$ cat src/rtl/range_pkg.sv
// -----------------------------------------------------------------------------
// range_pkg
// Shared definitions for the sample framer and its FIFO:
//   - state_e       : framer FSM state (IDLE, RUN, SINGLE)
//   - DEFAULT_WIDTH : default sample width in bits
//   - DEFAULT_DEPTH : default FIFO depth in entries (power of two, >= 2)
// -----------------------------------------------------------------------------
package range_pkg;

  typedef enum logic [1:0] {
    IDLE   = 2'd0,
    RUN    = 2'd1,
    SINGLE = 2'd2
  } state_e;

  localparam int DEFAULT_WIDTH = 8;
  localparam int DEFAULT_DEPTH = 8;

endpackage

$ cat src/rtl/sample_fifo.sv
// -----------------------------------------------------------------------------
// sample_fifo
// Synchronous FIFO with registered storage and an explicit occupancy counter.
// The head entry is presented combinationally from the storage array so the
// consumer can look at it and pop it in the same cycle.
//
// Ports:
//   clk    in   clock, rising edge
//   rst_n  in   asynchronous active-low reset (pointers and occupancy to 0)
//   push   in   write wdata this cycle (ignored when full)
//   wdata  in   [W-1:0] entry to write
//   pop    in   discard the head entry this cycle (ignored when empty)
//   rdata  out  [W-1:0] head entry (undefined when empty)
//   full   out  occupancy == DEPTH
//   empty  out  occupancy == 0
// -----------------------------------------------------------------------------
module sample_fifo #(
  parameter int W     = 9,
  parameter int DEPTH = 8
) (
  input  logic         clk,
  input  logic         rst_n,
  input  logic         push,
  input  logic [W-1:0] wdata,
  input  logic         pop,
  output logic [W-1:0] rdata,
  output logic         full,
  output logic         empty
);

  localparam int AW = $clog2(DEPTH);
  localparam logic [AW:0] FULL_CNT = (AW + 1)'(DEPTH);

  logic [W-1:0]  mem_q [DEPTH];
  logic [AW-1:0] wr_ptr_q;
  logic [AW-1:0] rd_ptr_q;
  logic [AW:0]   count_q;
  logic [AW:0]   count_d;

  logic push_ok;
  logic pop_ok;

  assign full    = (count_q == FULL_CNT);
  assign empty   = (count_q == '0);
  assign push_ok = push && !full;
  assign pop_ok  = pop && !empty;
  assign rdata   = mem_q[rd_ptr_q];

  // Simultaneous push and pop leaves the occupancy unchanged.
  always_comb begin
    count_d = count_q;
    if (push_ok && !pop_ok) begin
      count_d = count_q + 1'b1;
    end else if (pop_ok && !push_ok) begin
      count_d = count_q - 1'b1;
    end
  end

  always_ff @(posedge clk or negedge rst_n) begin
    if (!rst_n) begin
      wr_ptr_q <= '0;
      rd_ptr_q <= '0;
      count_q  <= '0;
    end else begin
      if (push_ok) begin
        wr_ptr_q <= wr_ptr_q + 1'b1;
      end
      if (pop_ok) begin
        rd_ptr_q <= rd_ptr_q + 1'b1;
      end
      count_q <= count_d;
    end
  end

  // Storage needs no reset: an entry is only read after it has been written.
  always_ff @(posedge clk) begin
    if (push_ok) begin
      mem_q[wr_ptr_q] <= wdata;
    end
  end

endmodule

$ cat src/rtl/sample_framer.sv
// -----------------------------------------------------------------------------
// sample_framer
// Buffers {last, sample} pairs from a producer and replays them as framed
// samples for a downstream range finder: go marks the first sample of a frame,
// finish marks the cycle that closes it.
//
// Handshake: a sample is transferred on a rising edge where sample_valid and
// sample_ready are both high. sample_ready is the registered not-full flag of
// the FIFO and never depends on sample_valid; while sample_ready is low the
// producer keeps sample_in/sample_last stable and sample_valid asserted.
//
// Ports:
//   clk           in   clock, rising edge
//   rst_n         in   asynchronous active-low reset
//   sample_in     in   [WIDTH-1:0] offered sample
//   sample_valid  in   sample_in/sample_last valid this cycle
//   sample_last   in   offered sample ends its frame
//   sample_ready  out  framer can accept a sample this cycle
//   data_out      out  [WIDTH-1:0] registered sample to the range finder
//   go            out  registered one-cycle frame-start strobe
//   finish        out  registered one-cycle frame-end strobe
//   busy          out  FSM is not IDLE
//   frame_count   out  [7:0] frames completed, modulo 256
// -----------------------------------------------------------------------------
module sample_framer
  import range_pkg::*;
#(
  parameter int WIDTH = DEFAULT_WIDTH,
  parameter int DEPTH = DEFAULT_DEPTH
) (
  input  logic             clk,
  input  logic             rst_n,
  input  logic [WIDTH-1:0] sample_in,
  input  logic             sample_valid,
  input  logic             sample_last,
  output logic             sample_ready,
  output logic [WIDTH-1:0] data_out,
  output logic             go,
  output logic             finish,
  output logic             busy,
  output logic [7:0]       frame_count
);

  logic [WIDTH:0]   fifo_rdata;
  logic             fifo_full;
  logic             fifo_empty;
  logic             fifo_pop;
  logic             head_last;
  logic [WIDTH-1:0] head_data;

  state_e           state_q;
  logic [WIDTH-1:0] data_q;
  logic             go_q;
  logic             finish_q;
  logic [7:0]       frame_count_q;

  sample_fifo #(
    .W     (WIDTH + 1),
    .DEPTH (DEPTH)
  ) u_fifo (
    .clk   (clk),
    .rst_n (rst_n),
    .push  (sample_valid),
    .wdata ({sample_last, sample_in}),
    .pop   (fifo_pop),
    .rdata (fifo_rdata),
    .full  (fifo_full),
    .empty (fifo_empty)
  );

  assign head_last = fifo_rdata[WIDTH];
  assign head_data = fifo_rdata[WIDTH-1:0];

  // SINGLE spends one cycle emitting finish for a one-sample frame, so it
  // never consumes; IDLE and RUN consume whenever something is buffered.
  assign fifo_pop = !fifo_empty && (state_q != SINGLE);

  always_ff @(posedge clk or negedge rst_n) begin
    if (!rst_n) begin
      state_q       <= IDLE;
      data_q        <= '0;
      go_q          <= 1'b0;
      finish_q      <= 1'b0;
      frame_count_q <= '0;
    end else begin
      case (state_q)
        IDLE: begin
          finish_q <= 1'b0;
          if (!fifo_empty) begin
            data_q  <= head_data;
            go_q    <= 1'b1;
            state_q <= head_last ? SINGLE : RUN;
          end else begin
            data_q <= '0;
            go_q   <= 1'b0;
          end
        end
        RUN: begin
          go_q <= 1'b0;
          if (!fifo_empty) begin
            data_q   <= head_data;
            finish_q <= head_last;
            if (head_last) begin
              state_q       <= IDLE;
              frame_count_q <= frame_count_q + 8'd1;
            end
          end else begin
            // Bubble: repeating the last sample is harmless downstream.
            finish_q <= 1'b0;
          end
        end
        SINGLE: begin
          go_q          <= 1'b0;
          finish_q      <= 1'b1;
          frame_count_q <= frame_count_q + 8'd1;
          state_q       <= IDLE;
        end
        default: begin
          go_q     <= 1'b0;
          finish_q <= 1'b0;
          state_q  <= IDLE;
        end
      endcase
    end
  end

  assign sample_ready = !fifo_full;
  assign data_out     = data_q;
  assign go           = go_q;
  assign finish       = finish_q;
  assign busy         = (state_q != IDLE);
  assign frame_count  = frame_count_q;

endmodule

$ cat config.mk
export PLATFORM = sky130hd
export DESIGN_NAME = sample_framer
export DESIGN_NICKNAME = d
export VERILOG_FILES = /design/src/rtl/range_pkg.sv /design/src/rtl/sample_fifo.sv /design/src/rtl/sample_framer.sv
export SDC_FILE = /design/constraint.sdc
export NUM_CORES = 1
export LEC_CHECK = 0
export CORE_UTILIZATION = 50
export CTS_CLUSTER_DIAMETER = 30
export DETAILED_ROUTE_END_ITERATION = 16
export PLACE_DENSITY = 0.7
export RECOVER_POWER = 25
export SLEW_MARGIN = 40
export SYNTH_ARGS = -nofsm -noshare
export SYNTH_HDL_FRONTEND = slang
export SYNTH_SLANG_ARGS = --single-unit
$ cat constraint.sdc
create_clock -name clk -period 5.8 [get_ports clk]
set_input_delay 1.16 -clock clk [delete_from_list [all_inputs] [get_ports clk]]
set_output_delay 1.16 -clock clk [all_outputs]
set_load 0.03 [all_outputs]
==> results.md <==
* Fin. max-slew vios at 31
* Total GRT Usage at 18.5%
* CP endpoint kind: primary output
* Die Width at 93.5 um
* H-tree level count at 3
* Placer Congestion at 0.776
* Tmin final at 3.03 ns
* Hold buffers post-CTS at 0
* Buf/Inv on CP at 3
* Worst vdd ir at 0.000287 V
* DRT Pass-1 Iters at 4
* Critical path's most frequent cell: inv_1
* Pint at 1.62 mW
* Syn_area_per_cell at 17.1 sq um
* Row count at 32
* Crit path cell chain: inv_1 -> ha_1 -> inv_1 -> clkdlybuf4s50_1
* Die area at 8740 sq um
* Synth warnings at 0
* Clock share of power at 16.9%
* Post-synth net total at 266
* Net Sw Power at 0.899 mW
* Top Ports at 32
* Sequential fraction of the synthesis area at 69.6%
* WL/cell at 18.5 um
* Vias in the first global route at 2129
* Post-CTS Setup Repair Bufs at 0
* Clock Latency Late Sink at 0.35 ns
* Clock-pin slew on the worst setup and hold paths at 0.09 ns
* Period utilisation layout at 52.3%
* Synthesized area at 4180 sq um
* Post_cts resized at 0
* Drt initial violations at 156
* Sequential share of power at 44.3%
* Clock sinks at 102
* Area delta synth->final at 15.2%
* Slowest stage cell, crit path: clkdlybuf4s50_1
* Post-DP HPWL at 4.84 mm
* Routed Antenna Nets at 0
* Crit path launch type: flip-flop
* Fmax at 330 MHz
* CP required at 4.64 ns
* CTS tree: done
* Final setup skew at 0.00881 ns
* Port Buffers at 31
* PD cells at 523 nW/um^2
* Hold Vio Cnt, Final at 0
* Status: finished, violations left
* Placed Cells at 377
* Core ar. at 7930 sq um
* Setup TNS at 0 ns
* WL final at 7.26 mm
* Worst min-delay path category: reg -> reg
* Clock buffer count from CTS at 9
* Initial antenna violation count at 0
* Worst-Margin Slew at 1.78 ns
* # DRC at 0
* Fillers at 615
* Logic gate share of total power at 38.8%
* Crit Path Class: reg -> out
* Post-Synthesis Cells at 244
* # diodes at 0
* Clock buffer depth at 2
* CP peak stage delay at 0.68 ns
* Max_slew headroom at -18.5%
* Yosys reg bits at 102
* Final instance count without filler cells at 393
* Max-Cap Viols at 1
* Total congestion overflow at 0
* Layout cells sized above 1 at 14.1%
* Sw Share at 35.7%
* Leakage at 1.76 nW
* Drt via density at 5.51
* CTS Root Buffer Type: clkbuf_8
* Final setup viols at 0
* DR vias at 2165
* Largest net degree at the start of global routing at 31
* Nets at 308
* Top cell family by delay on the critical path: buffers and inverters
* RSZ-0062 raised after global routing: false
* Global-route wire length before repair at 11.4 mm
* Effective utilization at floorplan at 52.8%
* Yosys cell types at 36
* CP Max Fanout at 4
* Crit path DAT at 1.87 ns
* Die Span Y at 93.5 um
* Failing checks: max-capacitance violations, max-slew violations
sequential cells by signal (all words and copies together), names as in the netlist:
signal / cells
go: 1
data_out: 8
frame_count: 8
finish: 1
u_fifo.rd_ptr_q: 3
u_fifo.count_q: 4
u_fifo.wr_ptr_q: 3
state_q: 2
u_fifo.mem_q: 72
cells by family (layout without fill, tap and decap cells):
kind of cell | after synthesis | after routing | share of synthesized area (%)
fa+ha+maj | 10 | 10 | 3.17
simple gates | 52 | 52 | 5.98
compound gates | 21 | 21 | 3.38
buf+inv | 13 | 60 | 1.67
xor+xnor | 15 | 15 | 3.14
flops | 102 | 102 | 69.6
mux | 31 | 31 | 13.0
layer usage:
layer	vias up	routed length, um	track usage (%)
met5	-	0	0
met4	0	84	5.77
met3	7	326	4.63
met2	52	3770	31.6
met1	1099	3080	23.2
li1	1007	-	-
worst paths after layout:
path                                   start                 end  slack, ns  cells after the start
min in group asynchronous              rst_n              finish       1.81                      2
setup reg to reg           u_fifo.count_q[0]   u_fifo.count_q[3]       2.83                     11
hold / removal                   data_out[6]         data_out[6]       0.49                      2
max in group asynchronous              rst_n  u_fifo.rd_ptr_q[1]       2.84                      2
hold reg to reg                  data_out[6]         data_out[6]       0.49                      2
setup / recovery                  state_q[1]                busy       2.77                      4
synth_stat cells (all sizes together):
master    n  area [sq um]
edfxtp   72          2160
dfrtp    30           751
nand2    24          90.1
mux4     16           383
o21ai    12          60.1
xnor2    12           105
mux2i    11           110
ha        9           113
nor2      9          33.8
inv       7          26.3
buf       6          43.8
nor3      5          25.0
mux2      4          52.6
and3      3          18.8
nand2b    3          18.8
nand4     3          18.8
xor2      3          26.3
a21oi     2          10.0
nor2b     2          12.5
nor4      2          27.5
a21o      1          7.51
a22oi     1          12.5
a2bb2oi   1          15.0
a31o      1          8.76
a32o      1          10.0
fa        1          20.0
nand3     1          5.00
o211a     1          10.0
o21a      1          7.51
per-stage QoR:
step / utilization [%] / instance area (sq um) / setup WS [ns] / power, mW / hold slack [ns]
after floorplan: - / 4180 / 3.09 / 1.81 / 0.525
after global placement: 58.4 / 4630 / 2.52 / 2.10 / 0.463
after detailed placement: 58.6 / 4640 / 2.45 / 2.14 / 0.475
after CTS: 61.0 / 4830 / 2.76 / 2.56 / 0.496
after global routing: 60.8 / 4820 / 2.47 / 2.68 / 0.526
final: 60.8 / 4820 / 2.77 / 2.52 / 0.490
cell type report:
class                           count  area (sq um)  share of cell area, %
Clock buffer                       10           128                   2.65
Clock inverter                      6          62.6                   1.30
Timing Repair Buffer               37           352                   7.29
Inverter                            7          26.3                  0.545
Sequential cell                   102          2910                   60.4
Tap cell                          102           128                   2.65
Multi-Input combinational cell    129          1210                   25.1
power groups by stage:
stage / sequential (mW) / clock (mW) / combinational [mW]
5_1_grt: 1.14 / 0.462 / 1.07
6_report: 1.12 / 0.426 / 0.978
4_1_cts: 1.12 / 0.436 / 0.996
3_5_place_dp: 1.14 / 0 / 0.995
2_1_floorplan: 1.18 / 0 / 0.634
3_3_place_gp: 1.13 / 0 / 0.966
layout by cell type (no fill, tap or decap), drive strengths merged, types with 9 or more instances in the layout:
master         synthesis  layout
edfxtp                72      72
clkdlybuf4s50          0      27
ha                     9       9
xnor2                 12      12
dfrtp                 30      30
o21ai                 12      12
nor2                   9       9
mux2i                 11      11
mux4                  16      16
clkbuf                 0      11
nand2                 24      24
worst register-to-register path, cell delays in order, from the launching register on:
cell and delay (ns):
dfrtp_1 0.46, nor4_1 0.79, nor2_1 0.26, inv_1 0.12
ha_1 0.18, inv_1 0.09, ha_1 0.28, a21o_1 0.17
a21oi_1 0.16, xnor2_1 0.13, nor2_1 0.07, xor2_1 0.14
Power figures use the tool's default switching activity.
